<file path="config.mk">
export PLATFORM = sky130hd
export DESIGN_NAME = trace_capture_buffer_flat
export DESIGN_NICKNAME = d
export VERILOG_FILES = /design/src/rtl/trace_capture_buffer_if.sv /design/src/rtl/trace_capture_buffer.sv /design/src/flat_wrapper.sv
export SDC_FILE = /design/constraint.sdc
export NUM_CORES = 2
export LEC_CHECK = 0
export BUFFER_PORTS_ARGS = -buffer_cell sky130_fd_sc_hd__buf_4
export CAP_MARGIN = 20
export CORE_MARGIN = 2
export CORE_UTILIZATION = 40
export CTS_CLUSTER_SIZE = 40
export DETAILED_ROUTE_END_ITERATION = 8
export GPL_ROUTABILITY_DRIVEN = 0
export REMOVE_ABC_BUFFERS = 1
export SYNTH_ARGS = -nofsm -noshare
export SYNTH_HDL_FRONTEND = slang
export SYNTH_SLANG_ARGS = --single-unit
</file>
<file path="constraint.sdc">
create_clock -name clk_i -period 41.3 [get_ports clk_i]
set_input_delay 4.13 -clock clk_i [delete_from_list [all_inputs] [get_ports clk_i]]
set_output_delay 4.13 -clock clk_i [all_outputs]
set_load 0.005 [all_outputs]
</file>
<file path="src/rtl/trace_capture_buffer_if.sv">
// Trace-stream and read-port signals of the trace capture buffer.
// The master side is the tracer/host; the slave side is the buffer.
interface trace_capture_buffer_if #(
   parameter int TRACE_WIDTH = 128,
   parameter int TS_WIDTH    = 32
);
   logic                            trace_ready_i;
   logic [TRACE_WIDTH-1:0]          trace_data_i;
   logic                            rd_req_i;
   logic                            rd_gnt_o;
   logic                            rd_rvalid_o;
   logic [TS_WIDTH+TRACE_WIDTH-1:0] rd_rdata_o;

   modport master (
      output trace_ready_i, trace_data_i, rd_req_i,
      input  rd_gnt_o, rd_rvalid_o, rd_rdata_o
   );

   modport slave (
      input  trace_ready_i, trace_data_i, rd_req_i,
      output rd_gnt_o, rd_rvalid_o, rd_rdata_o
   );
endinterface

</file>
<file path="src/rtl/trace_capture_buffer.sv">
// Circular buffer that timestamps trace records and drains them through
// a req/gnt/rvalid read port, with drop-or-overwrite policy when full.
module trace_capture_buffer #(
   parameter int TRACE_WIDTH  = 128,
   parameter int TS_WIDTH     = 32,
   parameter int DEPTH        = 16,
   parameter int STOP_ON_FULL = 1
) (
   input  logic                     clk_i,
   input  logic                     rst_i,
   trace_capture_buffer_if.slave    bus,
   input  logic                     clear_i,
   output logic [$clog2(DEPTH):0]   count_o,
   output logic                     empty_o,
   output logic                     full_o,
   output logic                     overflow_o,
   output logic [15:0]              dropped_o
);
   localparam int AW = $clog2(DEPTH);
   localparam int DW = TS_WIDTH + TRACE_WIDTH;
   localparam logic [AW:0]   DEPTH_C = (AW+1)'(DEPTH);
   localparam logic [AW:0]   CNT_ONE = {{AW{1'b0}}, 1'b1};
   localparam logic [AW-1:0] PTR_ONE = {{(AW-1){1'b0}}, 1'b1};

   logic [TS_WIDTH-1:0] ts_q, ts_d;
   logic [AW-1:0]       wptr_q, wptr_d, rptr_q, rptr_d;
   logic [AW:0]         count_q, count_d;
   logic                overflow_q, overflow_d;
   logic [15:0]         dropped_q, dropped_d;
   logic                rvalid_q, rvalid_d;
   logic [DW-1:0]       rdata_q, rdata_d;
   logic [DW-1:0]       mem_q [DEPTH];

   logic          empty_s, full_s, gnt_s, push_s, loss_s, wr_en_s;
   logic [DW-1:0] wr_data_s;

   // Occupancy flags and handshake qualifiers.
   always_comb begin
      empty_s = (count_q == {(AW+1){1'b0}});
      full_s  = (count_q == DEPTH_C);
      gnt_s   = !rst_i && bus.rd_req_i && !empty_s && !clear_i;
      push_s  = bus.trace_ready_i && !clear_i;
   end

   // Next-state for pointers, occupancy, read response and loss status.
   always_comb begin
      ts_d       = ts_q + TS_WIDTH'(1'b1);
      wptr_d     = wptr_q;
      rptr_d     = rptr_q;
      count_d    = count_q;
      overflow_d = overflow_q;
      dropped_d  = dropped_q;
      rdata_d    = rdata_q;
      rvalid_d   = gnt_s;
      loss_s     = 1'b0;
      wr_en_s    = 1'b0;
      wr_data_s  = {ts_q, bus.trace_data_i};
      if (clear_i) begin
         wptr_d     = {AW{1'b0}};
         rptr_d     = {AW{1'b0}};
         count_d    = {(AW+1){1'b0}};
         overflow_d = 1'b0;
         dropped_d  = 16'd0;
      end else begin
         if (gnt_s) begin
            rdata_d = mem_q[rptr_q];
            rptr_d  = rptr_q + PTR_ONE;
         end else begin
            rdata_d = rdata_q;
         end
         if (push_s) begin
            if (!full_s || gnt_s) begin
               wr_en_s = 1'b1;
               wptr_d  = wptr_q + PTR_ONE;
               count_d = gnt_s ? count_q : count_q + CNT_ONE;
            end else if (STOP_ON_FULL != 0) begin
               loss_s = 1'b1;
            end else begin
               // Overwrite the oldest entry: the read side skips past it.
               wr_en_s = 1'b1;
               wptr_d  = wptr_q + PTR_ONE;
               rptr_d  = rptr_q + PTR_ONE;
               loss_s  = 1'b1;
            end
         end else if (gnt_s) begin
            count_d = count_q - CNT_ONE;
         end else begin
            count_d = count_q;
         end
         if (loss_s) begin
            overflow_d = 1'b1;
            dropped_d  = (dropped_q == 16'hFFFF) ? dropped_q : dropped_q + 16'd1;
         end else begin
            overflow_d = overflow_q;
         end
      end
   end

   // Control and status registers.
   always_ff @(posedge clk_i) begin
      if (rst_i) begin
         ts_q       <= {TS_WIDTH{1'b0}};
         wptr_q     <= {AW{1'b0}};
         rptr_q     <= {AW{1'b0}};
         count_q    <= {(AW+1){1'b0}};
         overflow_q <= 1'b0;
         dropped_q  <= 16'd0;
         rvalid_q   <= 1'b0;
         rdata_q    <= {DW{1'b0}};
      end else begin
         ts_q       <= ts_d;
         wptr_q     <= wptr_d;
         rptr_q     <= rptr_d;
         count_q    <= count_d;
         overflow_q <= overflow_d;
         dropped_q  <= dropped_d;
         rvalid_q   <= rvalid_d;
         rdata_q    <= rdata_d;
      end
   end

   // Entry storage; contents need no reset since occupancy guards reads.
   always_ff @(posedge clk_i) begin
      if (wr_en_s) begin
         mem_q[wptr_q] <= wr_data_s;
      end
   end

   assign bus.rd_gnt_o    = gnt_s;
   assign bus.rd_rvalid_o = rvalid_q && !rst_i;
   assign bus.rd_rdata_o  = rdata_q;
   assign count_o         = count_q;
   assign empty_o         = empty_s;
   assign full_o          = full_s;
   assign overflow_o      = overflow_q;
   assign dropped_o       = dropped_q;
endmodule
</file>
<file path="src/flat_wrapper.sv">
// flat-port wrapper written by rule: the top's interface ports become plain ports
module trace_capture_buffer_flat 
#(
   parameter int TRACE_WIDTH  = 128,
   parameter int TS_WIDTH     = 32,
   parameter int DEPTH        = 16,
   parameter int STOP_ON_FULL = 1
)
  (clk_i, rst_i, clear_i, count_o, empty_o, full_o, overflow_o, dropped_o, bus_trace_ready_i, bus_trace_data_i, bus_rd_req_i, bus_rd_gnt_o, bus_rd_rvalid_o, bus_rd_rdata_o);
  trace_capture_buffer_if #(.TRACE_WIDTH(TRACE_WIDTH), .TS_WIDTH(TS_WIDTH)) bus_i ();
  input  logic clk_i;
  input  logic rst_i;
  input  logic clear_i;
  output logic [$clog2(DEPTH):0] count_o;
  output logic empty_o;
  output logic full_o;
  output logic overflow_o;
  output logic [15:0] dropped_o;
  input wire logic [$bits(bus_i.trace_ready_i)-1:0] bus_trace_ready_i;
  input wire logic [$bits(bus_i.trace_data_i)-1:0] bus_trace_data_i;
  input wire logic [$bits(bus_i.rd_req_i)-1:0] bus_rd_req_i;
  output wire logic [$bits(bus_i.rd_gnt_o)-1:0] bus_rd_gnt_o;
  output wire logic [$bits(bus_i.rd_rvalid_o)-1:0] bus_rd_rvalid_o;
  output wire logic [$bits(bus_i.rd_rdata_o)-1:0] bus_rd_rdata_o;
  assign bus_i.trace_ready_i = bus_trace_ready_i;
  assign bus_i.trace_data_i = bus_trace_data_i;
  assign bus_i.rd_req_i = bus_rd_req_i;
  assign bus_rd_gnt_o = bus_i.rd_gnt_o;
  assign bus_rd_rvalid_o = bus_i.rd_rvalid_o;
  assign bus_rd_rdata_o = bus_i.rd_rdata_o;
  trace_capture_buffer #(.TRACE_WIDTH(TRACE_WIDTH), .TS_WIDTH(TS_WIDTH), .DEPTH(DEPTH), .STOP_ON_FULL(STOP_ON_FULL)) u_core (.clk_i(clk_i), .rst_i(rst_i), .bus(bus_i), .clear_i(clear_i), .count_o(count_o), .empty_o(empty_o), .full_o(full_o), .overflow_o(overflow_o), .dropped_o(dropped_o));
endmodule
</file>
==> flow_metrics.tcl <==
set metrics [dict create \
    status "completed" \
    dominantRegCellSynth "edfxtp_1" \
    leakagePower_uw 0.0372 \
    synth.distinct_cells 49 \
    timing.max_cap.violations 0 \
    vdd_ir_drop_max_v 0.0000420 \
    die_width_um 515 \
    rows 187 \
    cts.sinks 2783 \
    finalCritPeriodShare 0.233 \
    worstMarginPinSlew_ns 1.16 \
    fin_skew_ns 0.0683 \
    fmax_mhz 104 \
    dieArea_um2 265000 \
    grt_pass1_vias 50700 \
    multi_input_area_um2 22000 \
    power.density_nw_per_um2 47.8 \
    grt_overflow 0 \
    synth_area_leaders "edfxtp_1 (74%), mux4_2 (12%), dfxtp_1 (4.3%)" \
    wl_per_cell_um 27.7 \
    placed_cells 8320 \
    crit_type "in -> out" \
    ctsHoldBuffers 0 \
    rsz0062_at_grt "no" \
    path_cells "buf_8 > nor3b_1 > o21ai_4 > inv_2 > buf_4" \
    syn_area_um2 104000 \
    syn_inst 4783 \
    relSlewSlack 0.227 \
    cp.required_ns 37.17 \
    firstDrtPassIters 9 \
    fin_tns_setup_ns 0 \
    root_buffer "clkbuf_16" \
    route.final.wire_length_mm 245 \
    cts_setup_buffers 0 \
    yosys.area.top_type "edfxtp_1" \
    end_kind "output port" \
    coreArea_um2 259000 \
    fin_nets 5369 \
    port_buffers 318 \
    cts_buffers 305 \
    synth_seq_cells 2783 \
    cts_tree "yes" \
    yosys-top-cells-count "edfxtp_1 (2,560), mux4_2 (567), mux2_2 (272)" \
    area_growth_pct 15.4 \
    post_cts_resized 0 \
    drive_above_1_share 0.311 \
    cp_data_arrival_time_ns 5.51 \
    start_util 0.402 \
    via_count 49600 \
    async_flop_share 0 \
    yosysMostFrequentCell "edfxtp_1" \
    syn_avg_cell_area_um2 21.8 \
    synth_top_area_frac 0.737 \
    grt_max_degree 141 \
    antenna_left 0 \
    setup_viol 0 \
    cp_slowest_cell "nor3b_1" \
    final_cells 8860 \
    yosysWarningCount 0 \
    grt_antenna_before_repair 18 \
    grt_pass1_wl_mm 356 \
    ys_seq_area_frac 0.780 \
    clk_path_buf_depth 4 \
    dieHeight_um 515 \
    clk_latency_ns 0.94 \
    final_hold_viol_count 0 \
    drt_iter0_drc 4723 \
    io_pins 319 \
    hpwl_mm 128 \
    hp-class "reg -> reg" \
    synth-edff-count 2560 \
    crit_fanout 13 \
    nFillCells 21300 \
    cp-start-kind "input pin" \
    p_total_uw 5760 \
    htreeDepth 5 \
    fin_crit_ns 9.64 \
    grt_usage 0.183 \
    cts.clk_slew.worst_paths_ns 0.06 \
    avgViaCountPerCell 5.60 \
    register_area_um2 81300 \
    drc 0 \
    report.final.slew_viol_count 0 \
    critical_path.max_stage_delay_ns 0.58 \
]
-- cell type report --
type	count	share of cell area
clock inverters	106	0.00760
flip-flops and latches	2783	0.676
inverters	11	0.000343
diodes	6	0.000125
well taps	3402	0.0354
repair buffers	412	0.0273
multi-input cells	1712	0.183
clock buffers	428	0.0709
-- metrics by stage --
stage	area (µm²)	utilization	hold WS, ns	worst slack, ns
4_1_cts	120000	0.464	0.466	31.65
3_3_place_gp	111000	0.427	0.447	31.73
3_5_place_dp	111000	0.428	0.458	31.65
2_1_floorplan	103000	-	0.447	11.91
6_report	120000	0.464	0.459	31.66
5_1_grt	120000	0.464	0.490	31.60
-- state kept, by name (all words and copies together) (netlist names) --
| register | count |
|---|---|
| u_core.mem_q | 2560 |
| u_core.ts_q | 32 |
| u_core.rvalid_q | 1 |
| u_core.rptr_q | 4 |
| u_core.dropped_o | 16 |
| u_core.bus.rd_rdata_o | 160 |
| u_core.wptr_q | 4 |
| u_core.overflow_o | 1 |
| u_core.count_o | 5 |
-- per-layer routing --
layer | vias up | share of wire | track usage
met5 | - | 0.00049 | 0
met1 | 26500 | 0.43 | 0.255
met2 | 1659 | 0.48 | 0.295
li1 | 21000 | - | -
met3 | 385 | 0.068 | 0.0370
met4 | 18 | 0.023 | 0.0474
-- cells by family (layout without fill, tap and decap cells) --
| kind of cell | Yosys count | after routing | synth area share |
|---|---|---|---|
| AO/OA/AOI/OAI | 315 | 315 | 0.0243 |
| AND/OR/NAND/NOR | 376 | 376 | 0.0162 |
| adder cells (fa/ha/maj) | 11 | 11 | 0.00139 |
| other | 0 | 6 | 0 |
| buffers and inverters | 288 | 957 | 0.0107 |
| flip-flops | 2783 | 2783 | 0.780 |
| XOR/XNOR | 39 | 39 | 0.00327 |
| multiplexers | 971 | 971 | 0.164 |
-- placed cells by master, fill, tap and decap left out, types with 36 or more instances in the layout --
cell,synthesis,final
nor2_1,226,213
buf_4,0,397
a222oi_1,129,129
dfxtp_1,223,220
clkinv_1,0,37
mux2_2,272,272
mux4_2,567,567
o22ai_1,68,68
edfxtp_1,2560,2560
mux2i_1,132,132
clkbuf_1,173,87
clkinv_2,0,36
clkbuf_16,0,312
-- path summary, 6_finish.rpt --
path | from | to | slack [ns] | cells after the start
worst max-delay path | rst_i | bus_rd_gnt_o | 31.66 | 5
worst min-delay path | u_core.bus.rd_rdata_o[24] | u_core.bus.rd_rdata_o[24] | 0.46 | 2
worst max register to register | u_core.rptr_q[1] | u_core.bus.rd_rdata_o[67] | 35.86 | 8
worst min register to register | u_core.bus.rd_rdata_o[24] | u_core.bus.rd_rdata_o[24] | 0.46 | 2
-- power breakdown --
part	total (µW)	internal (µW)	switching, µW
Combinational	96.0	33.9	62.1
Clock	2580	1520	1050
Sequential	3090	3080	7.70
-- critical path, delay by kind of cell --
kind | cells | cell delay, ns
simple gates | 1 | 0.58
buf+inv | 3 | 0.46
compound gates | 1 | 0.31
No activity file was read; power rests on OpenSTA's default activity.
